[src/rtl/mem_arbiter.sv]
`default_nettype none
// ============================================================================
// mem_arbiter : shares one fixed-latency memory port between IF and MEM,
//               MEM first, freezing the pipeline until the step is served.
// Revision    : 1.0
// ============================================================================
module mem_arbiter #(
    parameter int ADDR_W      = 32,
    parameter int DATA_W      = 32,
    parameter int WAIT_CYCLES = 4
) (
    input  logic              clk,
    input  logic              rst,
    input  logic              if_req,
    input  logic [ADDR_W-1:0] if_addr,
    output logic [DATA_W-1:0] if_rdata,
    output logic              if_ready,
    input  logic              mem_read,
    input  logic              mem_write,
    input  logic [ADDR_W-1:0] mem_addr,
    input  logic [DATA_W-1:0] mem_wdata,
    output logic [DATA_W-1:0] mem_rdata,
    output logic              mem_ready,
    output logic              freeze,
    output logic [ADDR_W-1:0] ext_addr,
    output logic [DATA_W-1:0] ext_wdata,
    output logic              ext_we,
    output logic              ext_oe,
    input  logic [DATA_W-1:0] ext_rdata
);

    localparam int c_CNT_W = (WAIT_CYCLES > 1) ? $clog2(WAIT_CYCLES) : 1;
    localparam logic [c_CNT_W-1:0] c_CNT_LAST = c_CNT_W'(WAIT_CYCLES - 1);

    typedef enum logic [1:0] {
        ST_IDLE = 2'd0,
        ST_BUSY = 2'd1,
        ST_DONE = 2'd2
    } state_t;

    state_t              r_state;
    state_t              w_state_nxt;
    logic                r_grant_mem;
    logic [c_CNT_W-1:0]  r_cnt;
    logic                r_mem_done;
    logic                r_if_done;
    logic [DATA_W-1:0]   r_if_rdata;
    logic [DATA_W-1:0]   r_mem_rdata;
    logic                r_if_ready;
    logic                r_mem_ready;
    logic [ADDR_W-1:0]   r_ext_addr;
    logic [DATA_W-1:0]   r_ext_wdata;
    logic                r_ext_we;
    logic                r_ext_oe;
    logic                w_eff_mem;
    logic                w_eff_if;
    logic                w_cnt_last;
    logic                w_freeze;

    assign w_eff_mem  = (mem_read | mem_write) & ~r_mem_done;
    assign w_eff_if   = if_req & ~r_if_done;
    assign w_cnt_last = (r_cnt == c_CNT_LAST);

    always_comb begin
        w_state_nxt = r_state;
        w_freeze    = 1'b0;
        case (r_state)
            ST_IDLE: begin
                if (w_eff_mem || w_eff_if) begin
                    w_state_nxt = ST_BUSY;
                    w_freeze    = 1'b1;
                end
            end
            ST_BUSY: begin
                w_freeze = 1'b1;
                if (w_cnt_last) begin
                    w_state_nxt = ST_DONE;
                end
            end
            ST_DONE: begin
                w_state_nxt = ST_IDLE;
                // The granted side is served; only the other side keeps us stalled.
                w_freeze    = r_grant_mem ? w_eff_if : w_eff_mem;
            end
            default: w_state_nxt = ST_IDLE;
        endcase
        if (rst) begin
            w_freeze = 1'b0;
        end
    end

    always_ff @(posedge clk) begin
        if (rst) begin
            r_state <= ST_IDLE;
        end else begin
            r_state <= w_state_nxt;
        end
    end

    always_ff @(posedge clk) begin
        if (rst) begin
            r_grant_mem <= 1'b1;
            r_cnt       <= '0;
            r_mem_done  <= 1'b0;
            r_if_done   <= 1'b0;
            r_if_rdata  <= '0;
            r_mem_rdata <= '0;
            r_if_ready  <= 1'b0;
            r_mem_ready <= 1'b0;
            r_ext_addr  <= '0;
            r_ext_wdata <= '0;
            r_ext_we    <= 1'b0;
            r_ext_oe    <= 1'b0;
        end else begin
            r_if_ready  <= 1'b0;
            r_mem_ready <= 1'b0;
            case (r_state)
                ST_IDLE: begin
                    if (w_eff_mem) begin
                        r_grant_mem <= 1'b1;
                        r_ext_addr  <= mem_addr;
                        r_cnt       <= '0;
                        // A simultaneous read+write request is executed as a store.
                        if (mem_write) begin
                            r_ext_wdata <= mem_wdata;
                            r_ext_we    <= 1'b1;
                            r_ext_oe    <= 1'b0;
                        end else begin
                            r_ext_we    <= 1'b0;
                            r_ext_oe    <= 1'b1;
                        end
                    end else if (w_eff_if) begin
                        r_grant_mem <= 1'b0;
                        r_ext_addr  <= if_addr;
                        r_cnt       <= '0;
                        r_ext_we    <= 1'b0;
                        r_ext_oe    <= 1'b1;
                    end
                end
                ST_BUSY: begin
                    if (w_cnt_last) begin
                        if (r_ext_oe) begin
                            if (r_grant_mem) begin
                                r_mem_rdata <= ext_rdata;
                            end else begin
                                r_if_rdata  <= ext_rdata;
                            end
                        end
                        r_ext_we    <= 1'b0;
                        r_ext_oe    <= 1'b0;
                        r_mem_ready <= r_grant_mem;
                        r_if_ready  <= ~r_grant_mem;
                    end else begin
                        r_cnt <= r_cnt + 1'b1;
                    end
                end
                default: ;
            endcase

            // An unfrozen cycle advances the pipeline, so any request seen next is new.
            if (!w_freeze) begin
                r_mem_done <= 1'b0;
                r_if_done  <= 1'b0;
            end else if (r_state == ST_DONE) begin
                if (r_grant_mem) begin
                    r_mem_done <= 1'b1;
                end else begin
                    r_if_done  <= 1'b1;
                end
            end
        end
    end

    assign freeze    = w_freeze;
    assign if_rdata  = r_if_rdata;
    assign if_ready  = r_if_ready;
    assign mem_rdata = r_mem_rdata;
    assign mem_ready = r_mem_ready;
    assign ext_addr  = r_ext_addr;
    assign ext_wdata = r_ext_wdata;
    assign ext_we    = r_ext_we;
    assign ext_oe    = r_ext_oe;

endmodule
`default_nettype wire
[config.mk]
export PLATFORM = sky130hd
export DESIGN_NAME = mem_arbiter
export DESIGN_NICKNAME = d
export VERILOG_FILES = /design/src/rtl/mem_arbiter.sv
export SDC_FILE = /design/constraint.sdc
export NUM_CORES = 1
export LEC_CHECK = 0
export BUFFER_PORTS_ARGS = -buffer_cell sky130_fd_sc_hd__buf_2
export CAP_MARGIN = 20
export CORE_MARGIN = 3
export CORE_UTILIZATION = 46
export DETAILED_ROUTE_END_ITERATION = 10
export PLACE_DENSITY = 0.9
export SLEW_MARGIN = 20
export SYNTH_ARGS = -nofsm -noshare
export SYNTH_HDL_FRONTEND = slang
export SYNTH_SLANG_ARGS = --single-unit
[constraint.sdc]
create_clock -name clk -period 1.9 [get_ports clk]
set_clock_uncertainty 0.1 [all_clocks]
set_input_delay 0.095 -clock clk [delete_from_list [all_inputs] [get_ports clk]]
set_output_delay 0.095 -clock clk [all_outputs]
set_load 0.1 [all_outputs]
== Word level (Yosys, flattened, before mapping) ==
Index checks and enable logic that the tools add are counted.
Word-level totals
  flip-flop bits (word level): 139
  word-level logic and storage cells: 68
Operators by class
  eq/ne operators: 7
  bitwise operators: 9
  reduce and logical (&&, ||, !) cells: 15
  muxes and demuxes: 23
  add/subtract/negate cells: 1
Operator list (count)
  two-way mux 32 bit: 2
  two-way mux 1 bit: 11
  two-way mux 2 bit: 5
  AND reduction 3 bit: 3
  case mux 2 bit (2 select lines): 2
  AND reduction 2 bit: 4
  AND reduction 4 bit: 2
  inequality test 2 bit, second input constant: 3
  NOT 1 bit: 6
  == test 2 bit, second input constant: 2
  case mux 1 bit (2 select lines): 2
  nonzero test 2 bit: 2
  inequality test 3 bit, second input constant: 1
  case mux 1 bit (3 select lines): 1
  OR reduction 3 bit: 1
  adder 2 x 1 -> 2 bit, second input constant: 1
  AND 1 bit: 2
  == test 2 x 1 -> 1 bit, second input constant: 1
  zero test 2 bit: 1
  OR reduction 2 bit: 1
  logical OR 1 bit: 1
  OR 1 bit: 1

== Logic depth before layout (Yosys ltp) ==
Gate-level depths: netlist (run 1).
  word-level depth: 8
  depth in mapped cells: 6
  depth with buffers taken out: 4

== Worst setup path before layout (run 1) ==
OpenSTA, ideal clock, no wires.
  path kind: register to output
  from: register r_mem_done
  to: output port freeze
  arrival: 2688 ps
  setup slack: -983 ps
  cell stages (with the launch flop): 6
  cells stage by stage: dfxtp_1 -> o21ba_2 -> buf_4 -> buf_4 -> a22oi_1 -> a31oi_1
On the way
  cells in the longest elaborated chain, start to end: 6
RTL lines
  start, declared: RTL line 45  | logic r_mem_done;
  start signal, assigned: RTL line 104  | r_mem_done <= 1'b0;
  start signal, assigned: RTL line 162  | r_mem_done <= 1'b0;
  start signal, assigned: RTL line 166  | r_mem_done <= 1'b1;
  NOT 1 bit *: RTL line 60  | assign w_eff_mem = (mem_read | mem_write) & ~r_mem_done;
  AND 1 bit *: RTL line 60
  logical OR 1 bit: RTL line 69  | if (w_eff_mem || w_eff_if) begin
  two-way mux 1 bit: RTL line 69
  case mux 1 bit (3 select lines) *: RTL line 67  | case (r_state)
  two-way mux 1 bit *: RTL line 87  | if (rst) begin
  end, declared: RTL line 24  | output logic freeze,
Mark *: on every way between the ends. The rest lies on a longest branch, timed or not.

== Worst setup path in the final report (run 1) ==
  from: register r_state[1]
  to: output port freeze
On the way
  cells in the longest elaborated chain, start to end: 3
RTL lines
  start, declared: RTL line 41  | state_t r_state;
  start signal, assigned: RTL line 96  | r_state <= w_state_nxt;
  == test 2 bit, or another cell as far along: RTL line 67
  case mux 1 bit (3 select lines) *: RTL line 67
  two-way mux 1 bit *: RTL line 87
Marks and branches as above.

==> key figures, run 1 <==
Cells and area
  – Most frequent cells in the layout: buf_2 (263), dfxtp_1 (134), dlygate4sd3_1 (121)
  – Final design utilization: 76.6%
  – Share of cells above drive strength 1: 33.9%
  – Most common cell after layout, fill and taps aside: buf_2
  – Total Nets Final: 1,131
  – Fin cells: 1,154
  – Syn-to-layout area delta: 59.9%

Global route
  – Vias in the first global route: 6,700
  – Largest net degree at the start of global routing: 65
  – Initial antenna violation count: 1
  – First-pass GRT wire length: 33,000 um
  – GRT Residual Overflow: 0
  – GR Util All Layers: 30.9%

CTS
  – CTS Buffer Depth: 2
  – Clk root buf: clkbuf_16
  – H-tree depth: 4
  – Worst-skew pair later-pin latency: 0.40 ns
  – Clock Pin Slew Worst Setup and Hold Paths: 0.06 ns
  – Sink Count: 139
  – CTS Buf Count: 17
  – CTS tree: built

Critical path
  – Worst Path Max Fanout: 7
  – Buf+Inv Stages, Crit Path: 2
  – Critical Path Start Type: flop
  – Slowest cell on crit path: dfxtp_4
  – Slowest stage delay, CP: 0.35 ns
  – CP startpoint: r_state[1]
  – Crit path capture type: output pin
  – Crit-path leading delay family: compound AO/OA/AOI/OAI gates
  – CP cell instances: buf_6, and3b_1, a22oi_2, a31oi_4, buf_12
  – Worst path arrival time: 1.66 ns
  – Worst r2r src: r_state[1]
  – CP Class: reg2out
  – Required time of the worst setup path: 1.70 ns

Timing
  – Max Fclk: 538 MHz
  – Post-Route Setup TNS: 0 ns
  – Final period util: 97.9%
  – Post-route setup slack: 0.0406 ns
  – Worst-margin pin slew: 0.659 ns
  – Headroom to the max-slew limit: 56.0%
  – Final max-slew violation count: 0
  – Min Tclk post-route: 1.86 ns
  – Final setup viols: 0
  – Final Hold Vio Count: 0

Yosys
  – Simple-gate share of the synthesized area: 15.3%
  – Post-synth EDFFs: 0
  – Synthesized Nets: 768
  – Largest family of logic cells by synthesized area: compound AO/OA/AOI/OAI gates
  – Adder-Cell Fraction of Synth Area: 0.225%
  – Syn Area/Cell: 8.77 um^2
  – Post-synthesis sequential area ratio: 50.0%
  – Top_reg_cell synth: dfxtp_1
  – Multiplexer share of the synthesized area: 5.76%
  – Compound-cell area share of the yosys netlist: 22.9%
  – Synth Instances: 634
  – Post-synth cell types: 41
  – Xor/xnor cell area share of the yosys netlist: 0%
  – FF+latch count, synth: 139
  – Ys async rst share: 0%
  – Post-Syn Area: 0.00556 mm^2
  – Yosys warns: 0

Pwr
  – P_leak: 4.06 nW
  – PwrDens: 941 mW/mm^2
  – Power Total: 8.37 mW
  – VDD IR-drop max: 0.000738 V

Floorplan
  – I/O pin count: 266
  – Die span in x: 116 um
  – Row count: 39
  – Die height: 116 um
  – Die Area: 0.0134 mm^2
  – Core footprint: 0.0116 mm^2
  – Starting Density: 47.9%

Drt
  – First drt pass iteration count: 5
  – DRC: 0
  – DR vias: 6,575
  – Detail Route Antenna Nets: 0
  – Wirelength per Cell: 18.5 um
  – Routed WL: 21,400 um
  – Starting DRC count in detailed routing: 868
  – Drt via density: 5.70

Outcome
  – Outcome: complete, no violations

Placement
  – Port bufs: 265
  – Half-perimeter wire length after placement: 11,100 um
  – Cells after DPL: 995
  – Final Wtd Congestion: 0.804
  – Post-placement setup slack: 0.100 ns

Worst hold path
  – Hold_sp: mem_addr[23]
  – Hold Path Class: in2reg

Run
  – Max Cap Viol: 0
==> final timing paths <==
path / endpoint / slack (ns) / cells after the start
max reg2reg: ext_addr[18] / 0.11 / 5
min: ext_addr[23] / 0.01 / 3
max: freeze / 0.04 / 5
min reg2reg: ext_wdata[8] / 0.35 / 2
==> per-layer routing <==
| layer | vias up | GRT usage (%) | share of wire [%] |
|---|---|---|---|
| li1 | 3005 | - | - |
| met1 | 3026 | 31.8 | 35 |
| met2 | 423 | 55.1 | 52 |
| met3 | 121 | 8.67 | 8.0 |
| met4 | 0 | 19.5 | 5.8 |
| met5 | - | 0 | 0 |
==> where the power goes <==
part / leakage (nW) / switching (mW) / internal, mW
clock: 0.292 / 1.20 / 2.04
sequential: 1.14 / 0.0868 / 3.05
combinational: 2.63 / 1.43 / 0.564
total: 4.06 / 2.72 / 5.65
==> area by class of cell <==
| cell class | count | area (um^2) |
|---|---|---|
| fillers | 751 | 2720 |
| well taps | 143 | 179 |
| clock buffers | 26 | 529 |
| multi-input cells | 426 | 2500 |
| diodes | 1 | 2.50 |
| flip-flops and latches | 139 | 2790 |
| clock inverters | 6 | 57.6 |
| repair buffers | 408 | 2810 |
| inverters | 5 | 18.8 |
==> tightest hold or removal path: cells and delay by family <==
family | cells | cell delay [ns]
AO/OA/AOI/OAI | 1 | 0.09
buffers and inverters | 1 | 0.09
multiplexers | 1 | 0.18
==> per-stage QoR <==
step                cell area, um^2  hold WS (ns)
global placement               7020         0.234
detailed placement             7020         0.244
CTS                            8840       0.00198
floorplan                      5580         0.131
finish                         8890        0.0119
global route                   8890        0.0115
==> registers in the layout, summed over array words and instances (netlist names) <==
signal / flops
ext_addr: 32
ext_wdata: 32
if_rdata: 32
mem_rdata: 32
r_cnt: 2
r_state: 2
ext_oe: 1
ext_we: 1
if_ready: 1
mem_ready: 1
r_grant_mem: 1
r_if_done: 1
r_mem_done: 1
==> cell usage after synthesis, drive strengths merged, types with 5 or more instances <==
cell type / n / share of area (%)
dfxtp: 139 / 50
a21oi: 101 / 9.2
o21ai: 67 / 6.1
nand2: 65 / 4.4
nand3: 64 / 5.8
clkbuf: 39 / 2.6
nor2: 34 / 2.3
a221oi: 32 / 5.7
mux2i: 32 / 5.8
buf: 25 / 2.9
inv: 5 / 0.34
==> cells by family after synthesis <==
family	Yosys count
AOI/OAI and AO/OA	213
adders and majority gates	1
buffers and inverters	69
DFF	139
muxes	32
and+or+nand+nor	180
==> what timing repair did <==
| action | 4_1_cts | 5_1_grt |
|---|---|---|
| hold buffers | 120 | 1 |
| pin swaps | 2 | 2 |
| buffers inserted | 1 | 4 |
| resized for setup | 8 | 2 |
| hold endpoints to repair | 125 | 1 |
| setup endpoints to repair | 1 | 1 |
(Power assumes the default switching activity.)
==> run 2, diff against run 1 <==
- ABC_AREA: not set -> 1
==> run 2 against run 1 <==
Die area shrank 2.5%; largest cell class unchanged; power is 3.1% higher; flip-flop and latch count unchanged; synthesized area decreased by 2.7%; setup slack improved by 0.028 ns; sequential power barely moved; via count increased by 3.1%; non-clock buffer count up 2; routed wire length is 1.1% lower.
==> key figures, run 2 <==
Floorplan
  – Core footprint: 0.0112 mm^2 (-3.8%)
  – Die height: 114 um (-1.3%)
  – Die span in x: 114 um (-1.3%)
  – I/O pin count: 266 (unchanged)
  – Row count: 38 (-2.6%)
  – Die Area: 0.0131 mm^2 (-2.5%)
  – Starting Density: 48.4% (+0.56 points)

Global route
  – Largest net degree at the start of global routing: 45 (-31%)
  – First-pass GRT wire length: 33,400 um (+1.2%)
  – Vias in the first global route: 6,950 (+3.7%)
  – GR Util All Layers: 32.1% (+1.2 points)
  – GRT Residual Overflow: 0 (unchanged)
  – Initial antenna violation count: 3 (+2)

CTS
  – H-tree depth: 4 (unchanged)
  – CTS Buffer Depth: 2 (unchanged)
  – Clock Pin Slew Worst Setup and Hold Paths: 0.06 ns (about the same)
  – CTS Buf Count: 17 (unchanged)
  – Worst-skew pair later-pin latency: 0.41 ns (about the same)
  – CTS tree: built
  – Clk root buf: clkbuf_16
  – Sink Count: 139 (unchanged)

Worst hold path
  – Hold_sp: mem_read
  – Worst Hold Depth: 5 (+2)
  – Min-Delay Endpoint: r_grant_mem
  – Hold Path Class: in2reg

Timing
  – Final max-slew violation count: 0 (unchanged)
  – Min Tclk post-route: 1.83 ns (-0.0281 ns)
  – RSZ-0062 raised after global routing: no
  – Max Fclk: 546 MHz (+1.5%)
  – Headroom to the max-slew limit: 60.7% (+4.7 points)
  – Post-route setup slack: 0.0687 ns (+0.0281 ns)
  – Final period util: 96.4% (-1.5 points)
  – Final setup viols: 0 (unchanged)
  – Post-Route Setup TNS: 0 ns (unchanged)
  – Final Hold Vio Count: 0 (unchanged)
  – Worst-margin pin slew: 0.588 ns (-0.0714 ns)

Critical path
  – Slowest cell on crit path: dfxtp_1
  – Flop2flop setup slack: 0.16 ns (+0.05 ns)
  – Crit path capture type: output pin
  – Worst path arrival time: 1.64 ns (-0.02 ns)
  – Most common cell on crit path: nand2_1
  – Worst Path Max Fanout: 4 (-3)
  – Critical Path Start Type: flop
  – Worst r2r src: r_cnt[0]
  – Required time of the worst setup path: 1.70 ns (about the same)
  – CP cell instances: inv_1, nand2_1, nor2_1, nand2_1, nand2_1, nor2_4, nor2_2, buf_12
  – FF-to-FF End: mem_rdata[8]
  – R2R depth: 7 (+2)
  – Slowest stage delay, CP: 0.36 ns (about the same)
  – CP Class: reg2out

Cells and area
  – Total Nets Final: 1,254 (+11%)
  – Share of cells above drive strength 1: 29.2% (-4.6 points)
  – Most frequent cells in the layout: buf_2 (264), nor2_1 (203), nand2_1 (141)
  – Most common cell after layout, fill and taps aside: buf_2
  – Syn-to-layout area delta: 62.3%

Yosys
  – Post-Syn Area: 0.00541 mm^2 (-2.7%)
  – Count leader, synth: nor2_1
  – Synthesized Nets: 874 (+14%)
  – Synth Instances: 740 (+17%)
  – Synth top area cells: dfxtp_1 (51%), nor2_1 (14%), nand2_1 (9.9%), o21ai_0 (8.4%), nand3_1 (3.3%)
  – FF+latch count, synth: 139 (unchanged)
  – Ys async rst share: 0% (unchanged)
  – Synth area leader: dfxtp_1
  – Post-synthesis sequential area ratio: 51.4% (+1.4 points)
  – Top_reg_cell synth: dfxtp_1
  – Post-synth EDFFs: 0 (unchanged)
  – Share of the synthesized area in the top cell type: 51.4% (+1.4 points)
  – Yosys warns: 0 (unchanged)
  – Most common library cells after synthesis: nor2_1 (205), nand2_1 (143), dfxtp_1 (139)
  – Syn Area/Cell: 7.31 um^2 (-17%)
  – Post-synth cell types: 24 (-41%)

Placement
  – Post-placement setup slack: 0.172 ns (+0.0713 ns)
  – Port bufs: 265 (unchanged)
  – Final Wtd Congestion: 0.855 (+6.3%)
  – Half-perimeter wire length after placement: 11,200 um (+0.81%)

Drt
  – DR vias: 6,781 (+3.1%)
  – Wirelength per Cell: 16.5 um (-11%)
  – First drt pass iteration count: 6 (+1)
  – Starting DRC count in detailed routing: 795 (-8.4%)
  – Routed WL: 21,100 um (-1.1%)
  – Detail Route Antenna Nets: 0 (unchanged)
  – DRC: 0 (unchanged)
  – Drt via density: 5.31 (-6.8%)

Outcome
  – Outcome: complete, no violations

Pwr
  – PwrDens: 982 mW/mm^2 (+4.4%)
  – P_leak: 4.29 nW (+5.6%)
  – VDD IR-drop max: 0.000839 V (+14%)

Run
  – Max Cap Viol: 0 (unchanged)
==> run 2: logic make-up after synthesis <==
family	synth area share, %
simple gates	29.7
flops	51.4
compound gates	12.3
buf+inv	6.38
fa+ha+maj	0.231
==> run 2: worst max-delay path by stage <==
stage,startpoint,to,depth (start not counted)
after floorplan,ext_oe,if_rdata[10],5
after global placement,r_cnt[0],mem_rdata[0],7
after detailed placement,r_cnt[0],mem_rdata[29],7
after CTS,r_mem_done,freeze,8
after global routing,r_mem_done,freeze,8
final,r_state[0],freeze,8
==> run 2: final cells by class <==
cell class / count / area (um^2)
Timing Repair Buffer: 410 / 2800
Sequential cell: 139 / 2780
Fill cell: 662 / 2390
Multi-Input combinational cell: 532 / 2300
Clock buffer: 18 / 439
Clock inverter: 14 / 195
Tap cell: 140 / 175
Inverter: 20 / 75.1
Antenna cell: 4 / 10.0
==> run 2: report_power, final <==
group	switching, mW	internal [mW]	total (mW)	leakage, nW
Clock	1.29	2.24	3.52	0.304
Sequential	0.0807	3.05	3.13	1.13
Combinational	1.45	0.523	1.97	2.85
==> run 2: what timing repair did <==
action                                  4_1_cts  5_1_grt
endpoints found under the hold margin       129        0
endpoints found under the setup margin        1        1
hold buffers                                129        0
resized for setup                             2        4
pin swaps                                     0        0
setup buffers                                 0        0
==> run 2: worst max-delay path: cells and delay by family, from the launching register on <==
kind,cells,cell delay [ns]
and+or+nand+nor,6,0.58
DFF,1,0.36
buffers and inverters,2,0.28
==> run 2: stage by stage <==
step	instance area, um^2	instances	hold WS [ns]	total power [mW]	util [%]
detailed placement	6830	1112	0.264	4.87	61.1
floorplan	5420	740	0.159	4.49	-
finish	8780	1277	0.0548	8.63	78.6
CTS	8760	1273	0.0253	8.56	78.4
global placement	6830	1112	0.257	4.85	61.1
global route	8780	1276	0.0751	8.89	78.6
==> run 2: per-layer routing <==
layer | routed length, um | global-route usage (%)
met5 | 0 | 0
met4 | 1460 | 23.5
met3 | 2110 | 8.88
met2 | 10200 | 54.4
met1 | 7390 | 34.1
==> run 3, diff against run 2 <==
- BUFFER_PORTS_ARGS: -buffer_cell sky130_fd_sc_hd__buf_2 -> not set
- CORE_UTILIZATION: 46 -> 52
- DONT_BUFFER_PORTS: not set -> 1
- PLACE_DENSITY: 0.9 -> 0.77
==> run 3 against run 2 <==
First-iteration DRC count decreased by 26%; core utilization increased by 6.4 points; routed wire length increased by 2.0%; design area shrank 3.7%; critical path depth fell by 1; non-clock buffer count shrank 132; largest cell class is now flip-flops and latches; power fell by 1.2%; sequential share of layout area rose by 1.2 points; the run now ends with negative setup slack left; worst hold slack better by 0.18 ns; flip-flop and latch count unchanged; register-to-register slack lost 0.10 ns.
==> key figures, run 3 (synthesis gave the netlist of run 2 again) <==
Cells and area
  – Share of cells above drive strength 1: 19.8% (-9.5 points)
  – Most common cell after layout, fill and taps aside: nor2_1
  – Syn-to-layout area delta: 56.3%
  – Most frequent cells in the layout: nor2_1 (202), nand2_1 (141), buf_4 (141)
  – Total Nets Final: 1,123 (-10%)
  – FILL cells: 482 (-27%)

Critical path
  – Worst path arrival time: 1.71 ns (+0.07 ns)
  – R2R depth: 7 (unchanged)
  – CP cell instances: inv_1, nor2_1, nand3_1, nand2_1, nor2_2, nor2_2, buf_12
  – Flop2flop setup slack: 0.06 ns (-0.10 ns)
  – Crit path capture type: output pin
  – CP Class: reg2out
  – Worst Path Max Fanout: 3 (-1)
  – FF-to-FF End: mem_rdata[11]
  – CP startpoint: r_state[1]
  – Slowest stage delay, CP: 0.40 ns (+0.04 ns)
  – Most common cell on crit path: nor2_2
  – Critical Path Start Type: flop
  – Worst r2r src: r_cnt[0]
  – Required time of the worst setup path: 1.70 ns (about the same)
  – Slowest cell on crit path: dfxtp_1

Worst hold path
  – Min-Delay Endpoint: ext_wdata[20]
  – Hold_sp: mem_wdata[20]
  – Hold Path Class: in2reg
  – Worst Hold Depth: 3 (-2)

Drt
  – Routed WL: 21,500 um (+2.0%)
  – Routed length on met1: 7210 um (-2.4%)
  – Met3 wire length: 2450 um (+16%)
  – Max Used Layer: met4
  – Drt via density: 5.73 (+8.0%)
  – Wirelength per Cell: 19.0 um (+15%)
  – Starting DRC count in detailed routing: 585 (-26%)
  – First drt pass iteration count: 6 (unchanged)
  – DR vias: 6,512 (-4.0%)
  – DRC: 0 (unchanged)
  – Routed wl met2: 10,700 um (+5.2%)
  – Detail Route Antenna Nets: 0 (unchanged)

Placement
  – Half-perimeter wire length after placement: 11,000 um (-2.2%)
  – Post-placement setup slack: 0.0743 ns (-0.0973 ns)
  – Final Wtd Congestion: 0.774 (-9.4%)
  – Port bufs: 0 (-100%)

Global route
  – GRT Residual Overflow: 0 (unchanged)
  – First-pass GRT wire length: 32,100 um (-3.8%)
  – Largest net degree at the start of global routing: 70 (+56%)
  – GR Util All Layers: 35.1% (+2.9 points)
  – Vias in the first global route: 6,475 (-6.8%)
  – Initial antenna violation count: 1 (-2)

CTS
  – CTS tree: built
  – Sink Count: 139 (unchanged)
  – Clock Pin Slew Worst Setup and Hold Paths: 0.07 ns (about the same)
  – Setup Fix Bufs, Post-CTS: 0 (unchanged)
  – H-tree depth: 4 (unchanged)
  – Clk root buf: clkbuf_8
  – CTS Buffer Depth: 2 (unchanged)
  – CTS Buf Count: 17 (unchanged)
  – Worst-skew pair later-pin latency: 0.50 ns (+0.09 ns)

Timing
  – RSZ-0062 raised after global routing: yes
  – Post-route setup slack: -0.00773 ns (-0.0764 ns)
  – Min Tclk post-route: 1.91 ns (+0.0764 ns)
  – Worst-margin pin slew: 0.588 ns (-0.0000474 ns)
  – Post-Route Setup TNS: -0.00773 ns (-0.00773 ns)
  – Final max-slew violation count: 0 (unchanged)
  – Final setup viols: 1 (+1)
  – Final Hold Vio Count: 0 (unchanged)
  – Headroom to the max-slew limit: 60.7% (about the same)
  – Final period util: 100% (+4.0 points)
  – Max Fclk: 524 MHz (-4.0%)

Floorplan
  – Row count: 36 (-5.3%)
  – Die height: 108 um (-5.6%)
  – Die Area: 0.0117 mm^2 (-11%)
  – Core footprint: 0.00995 mm^2 (-11%)
  – Starting Density: 54.4% (+5.9 points)
  – I/O pin count: 266 (unchanged)
  – Die span in x: 108 um (-5.6%)

Pwr
  – VDD IR-drop max: 0.000638 V (-24%)
  – PwrDens: 1010 mW/mm^2 (+2.6%)
  – Net Sw Frac: 32.7% (+0.050 points)
  – P_int: 5.74 mW (-1.3%)
  – P_leak: 3.75 nW (-13%)
  – Flop pwr share: 36.7% (+0.4 points)
  – Switching pwr: 2.79 mW (-1.0%)
  – Clock network fraction of design power: 40.6% (-0.2 points)
  – Gate power share: 22.8% (about the same)

Run
  – Max Cap Viol: 0 (unchanged)

Outcome
  – Outcome: finished with violations
  – Failing checks: negative setup slack
[run 3: cell count changes in the layout (fill, tap and decap cells not counted), sizes merged]
cell	change
buf	-135
clkbuf	+2
clkinv	-4
clkinvlp	+2
diode	-3
dlygate4sd3	+3
inv	+1
[run 3: area by class of cell]
class                           count  area (um^2)  share of cell area, %
Antenna cell                        1         2.50                 0.0296
Clock buffer                       20          435                   5.15
Clock inverter                     12          186                   2.20
Inverter                           20         81.3                  0.961
Multi-Input combinational cell    532         2320                   27.4
Sequential cell                   139         2780                   32.9
Tap cell                          133          166                   1.97
Timing Repair Buffer              278         2480                   29.3
Timing Repair inverter              1         7.51                 0.0887
[run 3: how the worst max path moves through the flow]
stage              endpoint  slack, ns
6_report             freeze     -0.008
4_1_cts              freeze       0.01
5_1_grt              freeze      -0.08
3_3_place_gp   ext_addr[18]       0.22
3_5_place_dp   ext_addr[16]       0.07
2_1_floorplan  if_rdata[10]       0.09
[run 3: stage by stage]
| step | hold WS, ns | instance area (um^2) | util [%] | power [mW] | cells |
|---|---|---|---|---|---|
| floorplan | 0.159 | 5420 | - | 4.49 | 740 |
| global placement | 0.0669 | 6450 | 64.8 | 4.75 | 969 |
| detailed placement | 0.0697 | 6450 | 64.8 | 4.78 | 969 |
| CTS | 0.188 | 8410 | 84.5 | 8.44 | 1134 |
| global route | 0.214 | 8460 | 85.0 | 8.76 | 1136 |
| finish | 0.231 | 8460 | 85.0 | 8.52 | 1136 |
[run 3: metal layers]
layer  vias up  track usage (%)
li1       2865                -
met5         -                0
met2       517             60.7
met4         0             21.9
met1      3010             36.3
met3       120             12.1
[run 3: what timing repair did]
| item | in CTS | in global routing |
|---|---|---|
| cloned | 0 | 1 |
| endpoints found under the setup margin | 1 | 48 |
| pin swaps | 0 | 0 |
| hold buffers | 133 | 0 |
| hold endpoints to repair | 138 | 0 |
| gates resized for setup | 1 | 11 |
[run 3: power by group through the flow]
stage	Sequential, mW	Combinational, mW	Clock, mW
floorplan	4.06	0.424	0
global route	3.13	2.02	3.61
finish	3.12	1.94	3.46
global placement	3.17	1.58	0
CTS	3.11	1.86	3.47
detailed placement	3.17	1.61	0
[run 3: critical path, delay by kind of cell, from the launching register on]
family	cells	cell delay [ns]
DFF	1	0.40
buffers and inverters	2	0.27
and+or+nand+nor	5	0.54
